### config.mk
export PLATFORM = sky130hd
export DESIGN_NAME = step_dir_monitor_flat
export DESIGN_NICKNAME = d
export VERILOG_FILES = /design/src/rtl/motor_pkg.sv /design/src/rtl/step_dir_monitor_if.sv /design/src/rtl/sync_edge_det.sv /design/src/rtl/step_dir_monitor.sv /design/src/flat_wrapper.sv
export SDC_FILE = /design/constraint.sdc
export NUM_CORES = 1
export LEC_CHECK = 0
export BUFFER_PORTS_ARGS = -buffer_cell sky130_fd_sc_hd__buf_2
export CAP_MARGIN = 0
export CORE_MARGIN = 2
export CORE_UTILIZATION = 53
export CTS_CLUSTER_DIAMETER = 120
export DETAILED_ROUTE_END_ITERATION = 16
export GPL_TIMING_DRIVEN = 0
export MAX_ROUTING_LAYER = met4
export PLACE_DENSITY = 0.76
export SYNTH_ARGS = -nofsm -noshare
export SYNTH_HDL_FRONTEND = slang
export SYNTH_SLANG_ARGS = --single-unit
### constraint.sdc
create_clock -name CLK -period 3.04 [get_ports CLK]
set_input_delay 0.456 -clock CLK [delete_from_list [all_inputs] [get_ports CLK]]
set_output_delay 0.456 -clock CLK [all_outputs]
set_load 0.01 [all_outputs]
### src/rtl/motor_pkg.sv
// Shared types and default widths for the
// step/dir motor blocks.
package motor_pkg;

  typedef enum logic [1:0] {
    IDLE,
    TRACK,
    RUN
  } state_t;

  localparam int SYNC_STAGES_DEF = 2;
  localparam int POS_W_DEF       = 19;
  localparam int PERIOD_W_DEF    = 16;
  localparam int DIR_SETUP_DEF   = 255;
  localparam int MIN_HIGH_DEF    = 2;

  function automatic int cntW(input int maxVal);
    return $clog2(maxVal + 1);
  endfunction

endpackage

### src/rtl/step_dir_monitor_if.sv
// Readback bundle of the step/dir monitor:
// position, period and status flags.
interface step_dir_monitor_if
  import motor_pkg::*;
#(
  parameter int POS_W    = POS_W_DEF,
  parameter int PERIOD_W = PERIOD_W_DEF
);

  logic signed [POS_W-1:0] position;
  logic [PERIOD_W-1:0]     step_period;
  logic                    period_valid;
  logic                    moving;
  logic                    dir_err;
  logic                    width_err;

  modport master (
    output position,
    output step_period,
    output period_valid,
    output moving,
    output dir_err,
    output width_err
  );

  modport slave (
    input position,
    input step_period,
    input period_valid,
    input moving,
    input dir_err,
    input width_err
  );

endinterface

### src/rtl/sync_edge_det.sv
// Multi-flop synchronizer with rise/fall
// strobes on the synchronized level.
module sync_edge_det #(
  parameter int STAGES = 2
) (
  input  logic CLK,
  input  logic reset,
  input  logic pin,
  output logic q,
  output logic rise,
  output logic fall,
  output logic valid
);

  logic [STAGES-1:0] sync;
  logic [STAGES-1:0] fill;
  logic              prev;

  // fill tracks when q carries a real sample
  // rather than the reset zeros
  always_ff @(posedge CLK or negedge reset) begin
    if (!reset) begin
      sync <= '0;
      fill <= '0;
      prev <= 1'b0;
    end else begin
      sync <= {sync[STAGES-2:0], pin};
      fill <= {fill[STAGES-2:0], 1'b1};
      prev <= sync[STAGES-1];
    end
  end

  assign q     = sync[STAGES-1];
  assign rise  = q & ~prev;
  assign fall  = ~q & prev;
  assign valid = fill[STAGES-1];

endmodule

### src/rtl/step_dir_monitor.sv
// Receive-side STEP/DIR decoder: position,
// step period, motion and protocol checks.
module step_dir_monitor
  import motor_pkg::*;
#(
  parameter int SYNC_STAGES = SYNC_STAGES_DEF,
  parameter int POS_W       = POS_W_DEF,
  parameter int PERIOD_W    = PERIOD_W_DEF,
  parameter int DIR_SETUP   = DIR_SETUP_DEF,
  parameter int MIN_HIGH    = MIN_HIGH_DEF
) (
  input  logic CLK,
  input  logic reset,
  input  logic step_in,
  input  logic dir_in,
  input  logic invert_dir,
  input  logic clear_pos,
  input  logic err_clear,
  step_dir_monitor_if.master mon
);

  localparam int DW = cntW(DIR_SETUP);
  localparam int HW = cntW(MIN_HIGH);
  localparam logic [PERIOD_W-1:0] PER_MAX = '1;

  logic stepS, stepRise, stepFall, stepValid;
  logic dirS, dirRise, dirFall, dirValid;
  logic armed;
  logic stepEdge, stepDrop, dirEff;
  logic dirViol, widthViol;
  logic [DW-1:0] dirCnt;
  logic [HW-1:0] hiCnt;
  logic [PERIOD_W-1:0] perCnt;
  logic [POS_W-1:0] posBase, posNext;
  state_t state, stateNext;
  logic movingNext, periodLoad;

  sync_edge_det #(.STAGES(SYNC_STAGES)) uStep (
    .CLK   (CLK),
    .reset (reset),
    .pin   (step_in),
    .q     (stepS),
    .rise  (stepRise),
    .fall  (stepFall),
    .valid (stepValid)
  );

  sync_edge_det #(.STAGES(SYNC_STAGES)) uDir (
    .CLK   (CLK),
    .reset (reset),
    .pin   (dir_in),
    .q     (dirS),
    .rise  (dirRise),
    .fall  (dirFall),
    .valid (dirValid)
  );

  assign stepEdge  = stepRise & armed;
  assign stepDrop  = stepFall & armed;
  assign dirEff    = dirS ^ invert_dir;
  assign dirViol   = stepEdge && (dirCnt < DW'(DIR_SETUP));
  assign widthViol = stepDrop && (hiCnt < HW'(MIN_HIGH));

  // a coincident clear restarts from zero so the step survives
  assign posBase = clear_pos ? '0 : mon.position;
  assign posNext = dirEff ? posBase + POS_W'(1)
                          : posBase - POS_W'(1);

  always_ff @(posedge CLK or negedge reset) begin
    if (!reset) begin
      armed            <= 1'b0;
      dirCnt           <= '0;
      hiCnt            <= '0;
      perCnt           <= '0;
      state            <= IDLE;
      mon.position     <= '0;
      mon.step_period  <= '0;
      mon.period_valid <= 1'b0;
      mon.moving       <= 1'b0;
      mon.dir_err      <= 1'b0;
      mon.width_err    <= 1'b0;
    end else begin
      armed <= armed | (stepValid & dirValid & ~stepS);
      if (stepEdge)
        mon.position <= posNext;
      else if (clear_pos)
        mon.position <= '0;
      if (dirRise | dirFall)
        dirCnt <= '0;
      else if (dirCnt != DW'(DIR_SETUP))
        dirCnt <= dirCnt + DW'(1);
      // hiCnt includes the rise cycle, so it equals the high width
      if (stepRise)
        hiCnt <= HW'(1);
      else if (stepS && hiCnt != HW'(MIN_HIGH))
        hiCnt <= hiCnt + HW'(1);
      if (stepEdge)
        perCnt <= PERIOD_W'(1);
      else if (perCnt != PER_MAX)
        perCnt <= perCnt + PERIOD_W'(1);
      mon.dir_err   <= dirViol | (mon.dir_err & ~err_clear);
      mon.width_err <= widthViol | (mon.width_err & ~err_clear);
      state            <= stateNext;
      mon.moving       <= movingNext;
      mon.period_valid <= periodLoad;
      if (periodLoad)
        mon.step_period <= perCnt;
    end
  end

  always_comb begin
    stateNext  = state;
    movingNext = mon.moving;
    periodLoad = 1'b0;
    unique case (state)
      IDLE: begin
        if (stepEdge) begin
          stateNext  = TRACK;
          movingNext = 1'b1;
        end
      end
      TRACK, RUN: begin
        if (stepEdge) begin
          stateNext  = RUN;
          periodLoad = 1'b1;
        end else if (perCnt == PER_MAX) begin
          stateNext  = IDLE;
          movingNext = 1'b0;
        end
      end
      default: begin
        stateNext  = IDLE;
        movingNext = 1'b0;
      end
    endcase
  end

endmodule

### src/flat_wrapper.sv
// flat-port wrapper written by rule: the top's interface ports become plain ports
module step_dir_monitor_flat import motor_pkg::*;
#(
  parameter int SYNC_STAGES = SYNC_STAGES_DEF,
  parameter int POS_W       = POS_W_DEF,
  parameter int PERIOD_W    = PERIOD_W_DEF,
  parameter int DIR_SETUP   = DIR_SETUP_DEF,
  parameter int MIN_HIGH    = MIN_HIGH_DEF
)
  (CLK, reset, step_in, dir_in, invert_dir, clear_pos, err_clear, mon_position, mon_step_period, mon_period_valid, mon_moving, mon_dir_err, mon_width_err);
  step_dir_monitor_if #(.POS_W(POS_W), .PERIOD_W(PERIOD_W)) mon_i ();
  input  logic CLK;
  input  logic reset;
  input  logic step_in;
  input  logic dir_in;
  input  logic invert_dir;
  input  logic clear_pos;
  input  logic err_clear;
  output wire logic [$bits(mon_i.position)-1:0] mon_position;
  output wire logic [$bits(mon_i.step_period)-1:0] mon_step_period;
  output wire logic [$bits(mon_i.period_valid)-1:0] mon_period_valid;
  output wire logic [$bits(mon_i.moving)-1:0] mon_moving;
  output wire logic [$bits(mon_i.dir_err)-1:0] mon_dir_err;
  output wire logic [$bits(mon_i.width_err)-1:0] mon_width_err;
  assign mon_position = mon_i.position;
  assign mon_step_period = mon_i.step_period;
  assign mon_period_valid = mon_i.period_valid;
  assign mon_moving = mon_i.moving;
  assign mon_dir_err = mon_i.dir_err;
  assign mon_width_err = mon_i.width_err;
  step_dir_monitor #(.SYNC_STAGES(SYNC_STAGES), .POS_W(POS_W), .PERIOD_W(PERIOD_W), .DIR_SETUP(DIR_SETUP), .MIN_HIGH(MIN_HIGH)) u_core (.CLK(CLK), .reset(reset), .step_in(step_in), .dir_in(dir_in), .invert_dir(invert_dir), .clear_pos(clear_pos), .err_clear(err_clear), .mon(mon_i));
endmodule
======== After elaboration in Yosys (flattened, before gate mapping) ========
Index checks and enable logic that the tools add are counted.
storage, ports and cells
  bits in registers ....................... 78
  bits in latches ......................... 0
  bits in writable memories ............... 0
  memory bits (read-only) ................. 0
  input port bits ......................... 7
  output and inout bits ................... 39
  logic and storage cells ................. 83
  memories kept ........................... 0
operators by class
  add/sub/neg operators ................... 5
  $mul .................................... 0
  div/mod/pow operators ................... 0
  order comparisons ....................... 2
  equal/unequal tests ..................... 10
  shifts and indexed selects .............. 0
  multiplexer cells ....................... 19
  bitwise logic cells ..................... 20
  reduce and logical (&&, ||, !) cells .... 10
operator list
  cell                                                                     count
  19-bit 2-to-1 mux                                                        3
  16-bit 2-to-1 mux                                                        2
  19-bit by 1-bit adder with 19-bit output, second input constant          1
  19-bit by 1-bit subtractor with 19-bit output, second input constant     1
  16-bit by 1-bit adder with 16-bit output, second input constant          1
  16-bit equality test, second input constant                              1
  8-bit 2-to-1 mux                                                         2
  16-bit inequality test, second input constant                            1
  1-bit bitwise AND                                                        10
  2-bit 2-to-1 mux                                                         5
  8-bit by 1-bit adder with 8-bit output, second input constant            1
  8-bit < comparator, second input constant                                1
  8-bit inequality test, second input constant                             1
  2-bit nonzero test                                                       3
  1-bit 2-to-1 mux                                                         5
  1-bit NOT                                                                5
  2-bit by 1-bit inequality test with 1-bit output, second input constant  2
  2-bit inequality test, second input constant                             2
  1-bit bitwise OR                                                         4
  2-bit one-hot mux with 2 select lines                                    1
  1-bit logical AND                                                        3
  3-bit by 1-bit inequality test with 1-bit output, second input constant  1
  3-bit AND reduction                                                      1
  2-bit by 1-bit adder with 2-bit output, second input constant            1
  8 further kinds                                                          8

======== Logic depth before layout (Yosys ltp) ========
Gate-level depths: netlist of run 1.
  depth after elaboration ................. 5
  gate-level depth with buffers ........... 12
  depth with buffers taken out ............ 10

======== By module ========
From an unflattened synthesis of run 1, not the netlist that was laid out.
second synthesis, totals
  cells, all modules ...................... 431
  area total of the unflattened synthesis .. 4147.7 µm²
modules (own cells, without submodules)
  module            instances  cells an instance  area each (µm²)  seq. area each (µm²)
  step_dir_monitor  1          415                3860.0           1701.6
  sync_edge_det     2          8                  143.9            125.1

======== Worst setup path after synthesis of run 1 ========
OpenSTA, ideal clock, no wires.
  path kind ............................... input -> register
  start point ............................. input invert_dir
  end point ............................... register u_core.mon.position[9]
  setup time .............................. 0.080 ns
  arrival ................................. 3.218 ns
  data required time ...................... 2.960 ns
  setup slack ............................. -0.258 ns
  cell stages on the path ................. 12
  path buffers ............................ 2
  cell sequence ........................... xor2_4 > inv_2 > clkbuf_1 > clkbuf_1 > ha_1 > a21oi_1 > o21ai_0 > a211oi_2 > nor2_1 > or4_1 > a21oi_1 > xnor2_1
on the way
  cells in the longest elaborated chain, start to end .. 3
RTL lines
  element               RTL line                   text
  start, declared       flat_wrapper.sv:16         input logic invert_dir;
  1-bit bitwise XOR     step_dir_monitor.sv:60     assign dirEff = dirS ^ invert_dir;
  19-bit 2-to-1 mux     step_dir_monitor.sv:66     assign posNext = dirEff ? posBase + POS_W'(1)
  19-bit 2-to-1 mux     step_dir_monitor.sv:84     if (stepEdge)
  end signal, assigned  step_dir_monitor.sv:85     mon.position <= posNext;
  end, declared         step_dir_monitor_if.sv:18  output position,
No other way between the ends.
A chain may end at the register's enable or synchronous reset.

======== Worst setup path after layout of run 1 ========
  start point ............................. register u_core.uDir.sync[1]
  end point ............................... register u_core.mon.position[17]
on the way
  cells in the longest elaborated chain, start to end .. 3
RTL lines
  element                 RTL line                text
  start, declared         sync_edge_det.sv:15     logic [STAGES-1:0] sync;
  start signal, assigned  sync_edge_det.sv:27     sync <= {sync[STAGES-2:0], pin};
  1-bit bitwise XOR       step_dir_monitor.sv:60
  19-bit 2-to-1 mux       step_dir_monitor.sv:66
  19-bit 2-to-1 mux       step_dir_monitor.sv:84
No other way between the ends.

==> tab_implementation.tex, run 1 <==
\begin{tabular}{lr}
\hline
Metric & Value \\
\hline
\multicolumn{2}{l}{\textbf{Cells and area}} \\
\quad Layout Area Growth over Synthesis & 17.1\% \\
\quad Utilization after layout & 63.1\% \\
\quad Share of post-route cells with drive strength above 1 & 23.0\% \\
\quad Nets@finish & 498 \\
\quad N\_diodes & 0 \\
\quad Most common library cell in the layout ignoring fill and taps & sky130\_fd\_sc\_hd\_\_dfrtp\_1 \\
\quad Most frequent cells in the layout & sky130\_fd\_sc\_hd\_\_dfrtp\_1, sky130\_fd\_sc\_hd\_\_buf\_2, sky130\_fd\_sc\_hd\_\_nor2\_1, sky130\_fd\_sc\_hd\_\_o21ai\_0, sky130\_fd\_sc\_hd\_\_nand2\_1 \\
\multicolumn{2}{l}{\textbf{Timing}} \\
\quad Final Max Slew Viols & 0 \\
\quad Sum of negative setup slack & 0 ns \\
\quad Unrepaired setup endpoints after global routing & no \\
\quad Post-route clock skew & 0.0102 ns \\
\quad Period Utilization, post-route & 96.6\% \\
\quad Slew at the pin closest to its max-slew limit & 0.700 ns \\
\quad Worst slew margin & 53.3\% \\
\quad Number of setup violations in the final report & 0 \\
\quad Minimum hold slack & 0.211 ns \\
\quad Post-layout minimum cycle time & 2.94 ns \\
\quad Achievable frequency & 0.340 GHz \\
\quad Final Hold Vio Count & 0 \\
\multicolumn{2}{l}{\textbf{Worst setup path}} \\
\quad WP data arrival & 3.21 ns \\
\quad Type of the worst setup path & reg -> reg \\
\quad Critical path, cell by cell & xor2\_4 -> inv\_4 -> clkbuf\_8 -> buf\_8 -> ha\_4 -> nand2\_1 -> o21ai\_2 -> a211oi\_2 -> buf\_4 -> o221ai\_1 -> o2bb2ai\_1 -> mux2i\_1 -> xnor2\_1 \\
\quad Data required time at the worst endpoint & 3.31 ns \\
\quad Crit-path max FO & 16 \\
\quad Maximum cell stage delay along the critical path & 0.45 ns \\
\quad Kind of capture point of the worst setup path & register \\
\quad Critical Path Start Type & register \\
\quad CP max-delay cell & sky130\_fd\_sc\_hd\_\_dfrtp\_2 \\
\multicolumn{2}{l}{\textbf{Drt}} \\
\quad Final wirelength & 9.38 mm \\
\quad First-iteration detailed-routing DRC count & 151 \\
\quad Post-route DRC & 0 \\
\quad Number of iterations in the first detailed-routing pass & 5 \\
\quad Final routed wire length divided by cell count & 16.0 um \\
\quad Vias per std cell & 5.77 \\
\quad Overall via count from detail\_route & 3378 \\
\quad Detail Route Antenna Nets & 0 \\
\multicolumn{2}{l}{\textbf{CTS}} \\
\quad CTS Buf Count & 9 \\
\quad Deepest level of the CTS H-tree & 3 \\
\quad Insertion delay to the later sink of the worst-skew pair & 0.35 ns \\
\quad TritonCTS clock tree & built \\
\quad Root buf cell & sky130\_fd\_sc\_hd\_\_clkbuf\_8 \\
\quad CTS sink count & 76 \\
\quad Clock-pin slew on the worst setup and hold paths & 0.08 ns \\
\quad Longest Clk Path Bufs & 2 \\
\multicolumn{2}{l}{\textbf{Pwr}} \\
\quad Clock power share & 26.0\% \\
\quad Internal power summed over all cells & 0.00180 W \\
\quad Proportion of total power due to net switching & 35.3\% \\
\quad Part of the total power dissipated in combinational logic & 28.8\% \\
\quad NetSw & 0.000983 W \\
\quad Maximum vdd ir drop & 0.269 mV \\
\quad LEAKAGE & 2.23 nW \\
\quad Part of the total power dissipated in sequential elements & 45.3\% \\
\quad Pwr dens & 577 nW/um\^{}2 \\
\multicolumn{2}{l}{\textbf{Floorplan}} \\
\quad Full die area & 8500 um\^{}2 \\
\quad Height of the chip & 92.2 um \\
\quad Starting utilization of the core area & 53.9\% \\
\quad Core Rows & 32 \\
\quad Area of the core & 7650 um\^{}2 \\
\quad \# IOs & 46 \\
\quad DIE WIDTH & 92.2 um \\
\multicolumn{2}{l}{\textbf{Synthesis}} \\
\quad Post-Syn Instances & 417 \\
\quad Syn avg cell area & 9.88 um\^{}2 \\
\quad Yosys reg bits & 76 \\
\quad Cell types occupying the most area after synthesis & sky130\_fd\_sc\_hd\_\_dfrtp\_1, sky130\_fd\_sc\_hd\_\_mux2\_2, sky130\_fd\_sc\_hd\_\_xnor2\_1 \\
\quad Synthesized net count & 437 \\
\quad Total of warnings raised by yosys & 0 \\
\quad Post-synth top flop & sky130\_fd\_sc\_hd\_\_dfrtp\_1 \\
\quad Async SR Flop Fraction & 100\% \\
\quad Part of the Yosys area used for sequential elements & 46.2\% \\
\quad Synth top area share & 46.2\% \\
\quad Netlist area before placement & 4120 um\^{}2 \\
\quad Number of enable flip-flop cells after synthesis & 0 \\
\quad Distinct cell type count of the synthesized netlist & 57 \\
\quad Post-synth top area cell & sky130\_fd\_sc\_hd\_\_dfrtp\_1 \\
\multicolumn{2}{l}{\textbf{Placed design}} \\
\quad Quantity of I/O buffers inserted on ports & 45 \\
\quad Routability cong. & 0.909 \\
\quad Placed wire-length estimate after detailed placement & 6.46 mm \\
\multicolumn{2}{l}{\textbf{GRT}} \\
\quad First-pass GRT wire length & 15.8 mm \\
\quad Initial antenna violation count & 0 \\
\quad Number of global-route vias before repair & 3241 \\
\quad Aggregate global-route resource usage & 24.2\% \\
\quad GR Overflow Total & 0 \\
\quad Maximum number of pins on one net before global-route repair & 60 \\
\multicolumn{2}{l}{\textbf{Run status}} \\
\quad Status & completed \\
\multicolumn{2}{l}{\textbf{Min path}} \\
\quad Type of the most critical hold path & in -> reg \\
\multicolumn{2}{l}{\textbf{Flow run}} \\
\quad Max-capacitance violation count & 0 \\
\hline
\end{tabular}
==> final cells by class <==
cell class | count | area [um^2]
Sequential cell | 76 | 1900
Fill cell | 681 | 2820
Timing Repair Buffer | 51 | 295
Clock inverter | 7 | 58.8
Tap cell | 102 | 128
Inverter | 12 | 47.5
Buffer | 13 | 78.8
Clock buffer | 9 | 124
Multi-Input combinational cell | 315 | 2190
==> worst max-delay path: cells and delay by family, from the launching register on <==
kind / cells / cell delay [ns]
buffers and inverters: 4 / 0.59
flip-flops: 1 / 0.45
AO/OA/AOI/OAI: 4 / 0.84
multiplexers: 1 / 0.27
adder cells (fa/ha/maj): 1 / 0.30
AND/OR/NAND/NOR: 1 / 0.07
XOR/XNOR: 2 / 0.33
==> power groups by stage <==
stage	sequential, W	combinational, W	clock [W]
after global placement	0.00127	0.000721	0
after detailed placement	0.00128	0.000749	0
final	0.00126	0.000801	0.000724
after CTS	0.00126	0.000785	0.000745
after global routing	0.00128	0.000891	0.000786
after floorplan	0.00129	0.000483	0
==> per-layer routing <==
layer / routed length [um] / global-route usage, % / up-vias
li1: - / - / 1601
met1: 4360 / 32.5 / 1663
met2: 4370 / 35.8 / 93
met3: 411 / 5.34 / 21
met4: 232 / 10.1 / 0
met5: 0 / - / -
==> sequential cells by signal, summed over array words and instances (netlist names), 2 cells and up <==
name and cells:
u_core.mon.position 19, u_core.mon.step_period 16, u_core.perCnt 16, u_core.dirCnt 8
u_core.hiCnt 2, u_core.state 2, u_core.uDir.sync 2, u_core.uStep.sync 2
==> metrics by stage <==
step / cells / setup slack [ns] / cell area, um^2 / power [W]
after floorplan: 417 / 0.0178 / 4120 / 0.00178
after global placement: 564 / -0.996 / 4480 / 0.00199
after detailed placement: 565 / -1.00 / 4510 / 0.00203
after CTS: 583 / 0.00897 / 4790 / 0.00279
after global routing: 585 / 0.0102 / 4830 / 0.00296
final: 585 / 0.102 / 4830 / 0.00279
==> what timing repair did <==
item | in CTS | in global routing
hold buffers | 1 | 0
endpoints found under the hold margin | 17 | 0
setup buffers | 2 | 2
gates resized for setup | 20 | 6
pin swaps | 3 | 6
setup endpoints to repair | 13 | 9
==> final timing paths <==
path	from	to	slack, ns	depth (start not counted)
worst min-delay path	step_in	u_core.uStep.sync[0]$_DFF_PN0_	0.21	1
worst max register to register	u_core.uDir.sync[1]$_DFF_PN0_	u_core.mon.position[17]$_DFF_PN0_	0.10	13
worst min register to register	u_core.uStep.fill[0]$_DFF_PN0_	u_core.uDir.fill[1]$_DFF_PN0_	0.35	0
worst max-delay path	u_core.uDir.sync[1]$_DFF_PN0_	u_core.mon.position[17]$_DFF_PN0_	0.10	13
min in group asynchronous	reset	u_core.mon.position[6]$_DFF_PN0_	0.53	2
max in group asynchronous	reset	u_core.uDir.sync[1]$_DFF_PN0_	1.95	3
==> cells by family (layout without fill, tap and decap cells) <==
| group | count (synthesis) | count (layout) | share of synthesized area, % |
|---|---|---|---|
| other | 1 | 1 | 0.0910 |
| DFF | 76 | 76 | 46.2 |
| muxes | 23 | 23 | 6.13 |
| xor gates and xnor gates | 38 | 38 | 8.53 |
| and+or+nand+nor | 150 | 150 | 18.2 |
| adders and majority gates | 14 | 14 | 4.40 |
| AOI/OAI and AO/OA | 89 | 89 | 14.1 |
| buffers and inverters | 26 | 92 | 2.37 |
==> synth_stat cells, types with 3 or more instances <==
| cell type | n |
|---|---|
| sky130_fd_sc_hd__o21ai_0 | 30 |
| sky130_fd_sc_hd__a21oi_1 | 19 |
| sky130_fd_sc_hd__nand3_1 | 16 |
| sky130_fd_sc_hd__nand3b_1 | 3 |
| sky130_fd_sc_hd__o31a_1 | 4 |
| sky130_fd_sc_hd__dfrtp_1 | 76 |
| sky130_fd_sc_hd__nor2b_1 | 13 |
| sky130_fd_sc_hd__inv_1 | 11 |
| sky130_fd_sc_hd__nand4_1 | 8 |
| sky130_fd_sc_hd__xnor2_1 | 22 |
| sky130_fd_sc_hd__and4_1 | 3 |
| sky130_fd_sc_hd__or2_2 | 4 |
| sky130_fd_sc_hd__nor2_1 | 43 |
| sky130_fd_sc_hd__nand2_1 | 29 |
| sky130_fd_sc_hd__ha_1 | 12 |
| sky130_fd_sc_hd__clkbuf_1 | 13 |
| sky130_fd_sc_hd__mux2i_1 | 5 |
| sky130_fd_sc_hd__nor3_1 | 4 |
| sky130_fd_sc_hd__nor4_1 | 5 |
| sky130_fd_sc_hd__or3_1 | 4 |
| sky130_fd_sc_hd__mux2_2 | 18 |
| sky130_fd_sc_hd__and3_1 | 5 |
| sky130_fd_sc_hd__xor2_1 | 15 |
| sky130_fd_sc_hd__nand2b_1 | 9 |
| sky130_fd_sc_hd__a21o_1 | 6 |
(Power assumes the default switching activity.)
==> inputs of run 2 (changes only) <==
--- a/config.mk
+++ b/config.mk
@@ -14,6 +14,7 @@
 export GPL_TIMING_DRIVEN = 0
 export MAX_ROUTING_LAYER = met4
 export PLACE_DENSITY = 0.76
+export REMOVE_ABC_BUFFERS = 1
 export SYNTH_ARGS = -nofsm -noshare
 export SYNTH_HDL_FRONTEND = slang
 export SYNTH_SLANG_ARGS = --single-unit
==> tab_implementation.tex, run 2 (synthesized netlist as in run 1, its figures left out) <==
\begin{tabular}{lr}
\hline
Metric & Value \\
\hline
\multicolumn{2}{l}{\textbf{Floorplan}} \\
\quad Full die area & 8500 um\^{}2 \\
\quad Area of the core & 7650 um\^{}2 \\
\quad DIE WIDTH & 92.2 um \\
\quad \# IOs & 46 \\
\quad Height of the chip & 92.2 um \\
\quad Starting utilization of the core area & 53.9\% \\
\quad Core Rows & 32 \\
\multicolumn{2}{l}{\textbf{Timing}} \\
\quad Number of setup violations in the final report & 0 \\
\quad Post-layout minimum cycle time & 2.89 ns \\
\quad Unrepaired setup endpoints after global routing & no \\
\quad Worst slew margin & 19.4\% \\
\quad Final Max Slew Viols & 0 \\
\quad PnR worst setup slack & 0.148 ns \\
\quad Minimum hold slack & 0.220 ns \\
\quad Post-route clock skew & 0.00744 ns \\
\quad Final Hold Vio Count & 0 \\
\quad Period Utilization, post-route & 95.1\% \\
\quad Slew at the pin closest to its max-slew limit & 1.21 ns \\
\quad Achievable frequency & 0.346 GHz \\
\multicolumn{2}{l}{\textbf{Pwr}} \\
\quad Internal power summed over all cells & 0.00179 W \\
\quad LEAKAGE & 2.18 nW \\
\quad Part of the total power dissipated in sequential elements & 47.2\% \\
\quad Part of the total power dissipated in combinational logic & 27.3\% \\
\quad Pwr dens & 574 nW/um\^{}2 \\
\quad NetSw & 0.000902 W \\
\quad Proportion of total power due to net switching & 33.5\% \\
\quad Clock power share & 25.5\% \\
\quad Maximum vdd ir drop & 0.292 mV \\
\multicolumn{2}{l}{\textbf{GRT}} \\
\quad GR Overflow Total & 0 \\
\quad Initial antenna violation count & 0 \\
\quad Aggregate global-route resource usage & 21.4\% \\
\quad First-pass GRT wire length & 14.1 mm \\
\quad Number of global-route vias before repair & 3041 \\
\quad Maximum number of pins on one net before global-route repair & 57 \\
\multicolumn{2}{l}{\textbf{Run status}} \\
\quad Status & completed \\
\multicolumn{2}{l}{\textbf{Cells and area}} \\
\quad Nets@finish & 483 \\
\quad Share of post-route cells with drive strength above 1 & 20.9\% \\
\quad Total area of multi-input combinational cells & 2150 um\^{}2 \\
\quad Register Area & 1900 um\^{}2 \\
\quad Utilization after layout & 61.3\% \\
\quad Filler cell count & 678 \\
\quad Most common library cell in the layout ignoring fill and taps & sky130\_fd\_sc\_hd\_\_dfrtp\_1 \\
\quad Most frequent cells in the layout & sky130\_fd\_sc\_hd\_\_dfrtp\_1, sky130\_fd\_sc\_hd\_\_buf\_2, sky130\_fd\_sc\_hd\_\_nor2\_1, sky130\_fd\_sc\_hd\_\_o21ai\_0, sky130\_fd\_sc\_hd\_\_nand2\_1 \\
\quad Register with the highest flop count & u\_core.mon.position \\
\quad Number of flip-flops under the largest register name & 19 \\
\quad Top Registers & u\_core.mon.position x19, u\_core.mon.step\_period x16, u\_core.perCnt x16 \\
\quad N\_diodes & 0 \\
\quad Layout Area Growth over Synthesis & 13.7\% \\
\multicolumn{2}{l}{\textbf{CTS}} \\
\quad TritonCTS clock tree & built \\
\quad Deepest level of the CTS H-tree & 3 \\
\quad Longest Clk Path Bufs & 2 \\
\quad Insertion delay to the later sink of the worst-skew pair & 0.34 ns \\
\quad CTS sink count & 76 \\
\quad Clock-pin slew on the worst setup and hold paths & 0.08 ns \\
\quad Root buf cell & sky130\_fd\_sc\_hd\_\_clkbuf\_8 \\
\quad CTS Buf Count & 9 \\
\multicolumn{2}{l}{\textbf{Worst setup path}} \\
\quad WP data arrival & 3.09 ns \\
\quad Kind of capture point of the worst setup path & register \\
\quad Data required time at the worst endpoint & 3.24 ns \\
\quad Critical Path Start Type & register \\
\quad Type of the worst setup path & reg -> reg \\
\quad Crit-path max FO & 18 \\
\multicolumn{2}{l}{\textbf{Placed design}} \\
\quad Setup slack after placement & -0.622 ns \\
\quad Placed wire-length estimate after detailed placement & 5.68 mm \\
\quad Routability cong. & 0.822 \\
\quad Quantity of I/O buffers inserted on ports & 45 \\
\multicolumn{2}{l}{\textbf{Flow run}} \\
\quad Max-capacitance violation count & 0 \\
\multicolumn{2}{l}{\textbf{Drt}} \\
\quad Detail Route Antenna Nets & 0 \\
\quad Overall via count from detail\_route & 3232 \\
\quad Final routed wire length divided by cell count & 14.5 um \\
\quad Vias per std cell & 5.67 \\
\quad Final wirelength & 8.25 mm \\
\quad Post-route DRC & 0 \\
\quad Number of iterations in the first detailed-routing pass & 4 \\
\quad First-iteration detailed-routing DRC count & 167 \\
\multicolumn{2}{l}{\textbf{Min path}} \\
\quad Type of the most critical hold path & in -> reg \\
\hline
\end{tabular}
## run 2: path summary, 6_finish.rpt
kind | slack [ns] | from | cells after the start | endpoint
max | 0.15 | u_core.uDir.sync[1]$_DFF_PN0_ | 10 | u_core.mon.position[12]$_DFF_PN0_
min | 0.22 | step_in | 1 | u_core.uStep.sync[0]$_DFF_PN0_
max reg2reg | 0.15 | u_core.uDir.sync[1]$_DFF_PN0_ | 10 | u_core.mon.position[12]$_DFF_PN0_
min reg2reg | 0.35 | u_core.uStep.sync[0]$_DFF_PN0_ | 0 | u_core.uStep.sync[1]$_DFF_PN0_
max in group asynchronous | 1.92 | reset | 3 | u_core.uDir.sync[1]$_DFF_PN0_
min in group asynchronous | 0.54 | reset | 2 | u_core.mon.period_valid$_DFF_PN0_
## run 2: final cells by class
cell class              instances  share of cell area [%]
repair buffers                 49                    5.98
multi-input cells             315                    45.8
well taps                     102                    2.72
flip-flops and latches         76                    40.6
inverters                      12                    1.07
clock buffers                  10                    2.94
clock inverters                 6                   0.854
## run 2: metrics by stage
step	instance area (um^2)	TNS, ns	power, W	instances
3_5_place_dp	4450	-5.59	0.00201	551
3_3_place_gp	4420	-5.95	0.00197	550
4_1_cts	4650	-0.0325	0.00270	569
2_1_floorplan	4070	0	0.00176	403
6_report	4690	0	0.00269	570
5_1_grt	4690	0	0.00287	570
## run 2: power by group through the flow
stage,registers (W),logic [W],clock network (W)
after CTS,0.00127,0.000729,0.000704
after floorplan,0.00130,0.000467,0
after global placement,0.00128,0.000691,0
after detailed placement,0.00129,0.000721,0
final,0.00127,0.000734,0.000687
after global routing,0.00129,0.000824,0.000754
## run 2: timing repair
action                                  4_1_cts  5_1_grt
setup buffers                                 1        1
resized for setup                             1        8
endpoints found under the hold margin         6        0
hold buffers                                  1        0
pin swaps                                     1        2
endpoints found under the setup margin       12       10
## run 2: critical path: stages (launching register included)
cell and delay (ns):
sky130_fd_sc_hd__dfrtp_2 0.46, sky130_fd_sc_hd__xor2_4 0.22, sky130_fd_sc_hd__buf_4 0.22, sky130_fd_sc_hd__fa_2 0.43, sky130_fd_sc_hd__nor2b_2 0.17, sky130_fd_sc_hd__o221ai_2 0.16, sky130_fd_sc_hd__a211o_1 0.39, sky130_fd_sc_hd__a221oi_2 0.27
sky130_fd_sc_hd__or3_1 0.14, sky130_fd_sc_hd__nand3_1 0.09, sky130_fd_sc_hd__xnor2_1 0.19
## run 2: routing by layer
| layer | global-route usage [%] | wire, um |
|---|---|---|
| met2 | 34.7 | 4080 |
| met1 | 27.4 | 3710 |
| met3 | 2.96 | 321 |
| met5 | - | 0 |
| met4 | 8.58 | 138 |
==> inputs of run 3 (changes only) <==
--- a/config.mk
+++ b/config.mk
@@ -7,7 +7,6 @@
 export LEC_CHECK = 0
 export BUFFER_PORTS_ARGS = -buffer_cell sky130_fd_sc_hd__buf_2
 export CAP_MARGIN = 0
-export CORE_MARGIN = 2
 export CORE_UTILIZATION = 53
 export CTS_CLUSTER_DIAMETER = 120
 export DETAILED_ROUTE_END_ITERATION = 16
@@ -15,6 +14,7 @@
 export MAX_ROUTING_LAYER = met4
 export PLACE_DENSITY = 0.76
 export REMOVE_ABC_BUFFERS = 1
+export SETUP_SLACK_MARGIN = 0.2
 export SYNTH_ARGS = -nofsm -noshare
 export SYNTH_HDL_FRONTEND = slang
 export SYNTH_SLANG_ARGS = --single-unit
==> tab_implementation.tex, run 3 (synthesized netlist as in run 1, its figures left out) <==
\begin{tabular}{lr}
\hline
Metric & Value \\
\hline
\multicolumn{2}{l}{\textbf{Run status}} \\
\quad Status & completed \\
\multicolumn{2}{l}{\textbf{Flow run}} \\
\quad Max-capacitance violation count & 0 \\
\multicolumn{2}{l}{\textbf{Worst setup path}} \\
\quad Kind of capture point of the worst setup path & register \\
\quad Crit-path max FO & 6 \\
\quad WP data arrival & 3.11 ns \\
\quad CP max-delay cell & sky130\_fd\_sc\_hd\_\_dfrtp\_2 \\
\quad Type of the worst setup path & reg -> reg \\
\quad Data required time at the worst endpoint & 3.31 ns \\
\quad Cell type with the highest occurrence count on the critical path & sky130\_fd\_sc\_hd\_\_a21oi\_1 \\
\quad Critical path, cell by cell & xor2\_4 -> clkinv\_8 -> ha\_4 -> a21oi\_1 -> o21ai\_2 -> a211oi\_2 -> buf\_4 -> nor2\_1 -> or4\_1 -> a21oi\_1 -> xnor2\_1 \\
\quad Critical Path Start Type & register \\
\quad Maximum cell stage delay along the critical path & 0.44 ns \\
\multicolumn{2}{l}{\textbf{Cells and area}} \\
\quad Utilization after layout & 66.3\% \\
\quad Register Area & 1900 um\^{}2 \\
\quad Layout Area Growth over Synthesis & 18.6\% \\
\quad Nets@finish & 494 \\
\quad Top Registers & u\_core.mon.position x19, u\_core.mon.step\_period x16, u\_core.perCnt x16 \\
\quad Number of flip-flops under the largest register name & 19 \\
\quad Most frequent cells in the layout & sky130\_fd\_sc\_hd\_\_dfrtp\_1, sky130\_fd\_sc\_hd\_\_buf\_2, sky130\_fd\_sc\_hd\_\_nor2\_1, sky130\_fd\_sc\_hd\_\_nand2\_1, sky130\_fd\_sc\_hd\_\_o21ai\_0 \\
\quad Total area of multi-input combinational cells & 2200 um\^{}2 \\
\quad N\_diodes & 0 \\
\quad Filler cell count & 603 \\
\quad Cell Count, Final, Fillers Out & 577 \\
\quad Share of post-route cells with drive strength above 1 & 23.8\% \\
\quad Most common library cell in the layout ignoring fill and taps & sky130\_fd\_sc\_hd\_\_dfrtp\_1 \\
\quad Register with the highest flop count & u\_core.mon.position \\
\quad Cell area after layout & 4890 um\^{}2 \\
\multicolumn{2}{l}{\textbf{CTS}} \\
\quad Insertion delay to the later sink of the worst-skew pair & 0.35 ns \\
\quad TritonCTS clock tree & built \\
\quad Longest Clk Path Bufs & 2 \\
\quad Hold bufs inserted after CTS & 0 \\
\quad Root buf cell & sky130\_fd\_sc\_hd\_\_clkbuf\_8 \\
\quad CTS sink count & 76 \\
\quad Clock-pin slew on the worst setup and hold paths & 0.08 ns \\
\quad Deepest level of the CTS H-tree & 3 \\
\quad CTS Buf Count & 9 \\
\multicolumn{2}{l}{\textbf{GRT}} \\
\quad GR Overflow Total & 0 \\
\quad Initial antenna violation count & 0 \\
\quad Number of global-route vias before repair & 3085 \\
\quad First-pass GRT wire length & 14.6 mm \\
\quad Aggregate global-route resource usage & 22.8\% \\
\quad Maximum number of pins on one net before global-route repair & 41 \\
\multicolumn{2}{l}{\textbf{Pwr}} \\
\quad Pwr dens & 610 nW/um\^{}2 \\
\quad LEAKAGE & 2.27 nW \\
\quad Maximum vdd ir drop & 0.315 mV \\
\multicolumn{2}{l}{\textbf{Timing}} \\
\quad Period Utilization, post-route & 93.5\% \\
\quad Unrepaired setup endpoints after global routing & yes \\
\quad Post-layout minimum cycle time & 2.84 ns \\
\quad Post-route clock skew & 0.00946 ns \\
\quad Number of setup violations in the final report & 0 \\
\quad PnR worst setup slack & 0.198 ns \\
\quad Final Max Slew Viols & 0 \\
\quad Achievable frequency & 0.352 GHz \\
\quad Worst slew margin & 20.3\% \\
\quad Slew at the pin closest to its max-slew limit & 1.19 ns \\
\quad Minimum hold slack & 0.0563 ns \\
\quad Final Hold Vio Count & 0 \\
\multicolumn{2}{l}{\textbf{Drt}} \\
\quad WL met1 & 4.15 mm \\
\quad Number of iterations in the first detailed-routing pass & 4 \\
\quad Amount of wire on met3 after detailed routing & 351 um \\
\quad Post-route DRC & 0 \\
\quad Final wirelength & 8.82 mm \\
\quad Detail Route Antenna Nets & 0 \\
\quad DR WL met2 & 4.12 mm \\
\quad First-iteration detailed-routing DRC count & 166 \\
\quad Vias per std cell & 5.75 \\
\quad DR top layer & met4 \\
\quad Final routed wire length divided by cell count & 15.3 um \\
\quad Overall via count from detail\_route & 3315 \\
\multicolumn{2}{l}{\textbf{Floorplan}} \\
\quad \# IOs & 46 \\
\quad DIE WIDTH & 90.2 um \\
\quad Starting utilization of the core area & 55.9\% \\
\quad Full die area & 8130 um\^{}2 \\
\quad Height of the chip & 90.2 um \\
\quad Core Rows & 31 \\
\quad Area of the core & 7370 um\^{}2 \\
\multicolumn{2}{l}{\textbf{Placed design}} \\
\quad Routability cong. & 0.846 \\
\quad Setup slack after placement & -0.733 ns \\
\quad Post-detailed-placement cell area & 4460 um\^{}2 \\
\quad Quantity of I/O buffers inserted on ports & 45 \\
\quad Placed wire-length estimate after detailed placement & 5.65 mm \\
\quad Placed Instances & 549 \\
\multicolumn{2}{l}{\textbf{Min path}} \\
\quad Type of the most critical hold path & in -> async \\
\hline
\end{tabular}
[run 3: through the flow]
stage          total power [W]  setup TNS, ns
2_1_floorplan          0.00176              0
3_3_place_gp           0.00197          -7.47
3_5_place_dp           0.00201          -5.81
4_1_cts                0.00295              0
5_1_grt                0.00314              0
6_report               0.00298              0
[run 3: report_power, final]
group          switching (W)  internal (W)
logic               0.000437      0.000357
clock network       0.000379      0.000542
registers           0.000123       0.00114
[run 3: per-layer routing]
layer | global-route usage (%) | vias to the layer above
met5 | - | -
met4 | 7.66 | 0
met3 | 4.31 | 19
met2 | 35.4 | 85
met1 | 30.0 | 1614
li1 | - | 1597
[run 3: path summary, 6_finish.rpt]
check	start	to	slack, ns	cells past startpoint
worst min-delay path	reset	u_core.mon.period_valid$_DFF_PN0_	0.06	1
worst max register to register	u_core.uDir.sync[1]$_DFF_PN0_	u_core.mon.position[9]$_DFF_PN0_	0.20	11
min in group CLK	step_in	u_core.uStep.sync[0]$_DFF_PN0_	0.21	1
worst min register to register	u_core.uStep.fill[0]$_DFF_PN0_	u_core.uDir.fill[1]$_DFF_PN0_	0.35	0
max in group asynchronous	reset	u_core.mon.position[10]$_DFF_PN0_	2.41	2
worst max-delay path	u_core.uDir.sync[1]$_DFF_PN0_	u_core.mon.position[9]$_DFF_PN0_	0.20	11
[run 3: final cells by class]
class | instances | share of cell area [%]
Clock buffer | 9 | 2.53
Sequential cell | 76 | 38.9
Timing Repair Buffer | 58 | 7.14
Tap cell | 99 | 2.53
Inverter | 12 | 1.18
Multi-Input combinational cell | 315 | 45.0
Timing Repair inverter | 2 | 0.358
Clock inverter | 6 | 2.28
[run 3: worst max-delay path, delay by kind of cell, from the launching register on]
kind | cells | cell delay, ns
compound gates | 4 | 0.80
xor+xnor | 2 | 0.48
fa+ha+maj | 1 | 0.28
buf+inv | 2 | 0.30
flops | 1 | 0.44
simple gates | 2 | 0.46
[run 3: repair_timing]
| action | CTS | global route |
|---|---|---|
| gates resized for setup | 11 | 9 |
| setup buffers | 4 | 7 |
| setup endpoints to repair | 14 | 9 |
| gates cloned | 0 | 2 |
| pin swaps | 4 | 3 |
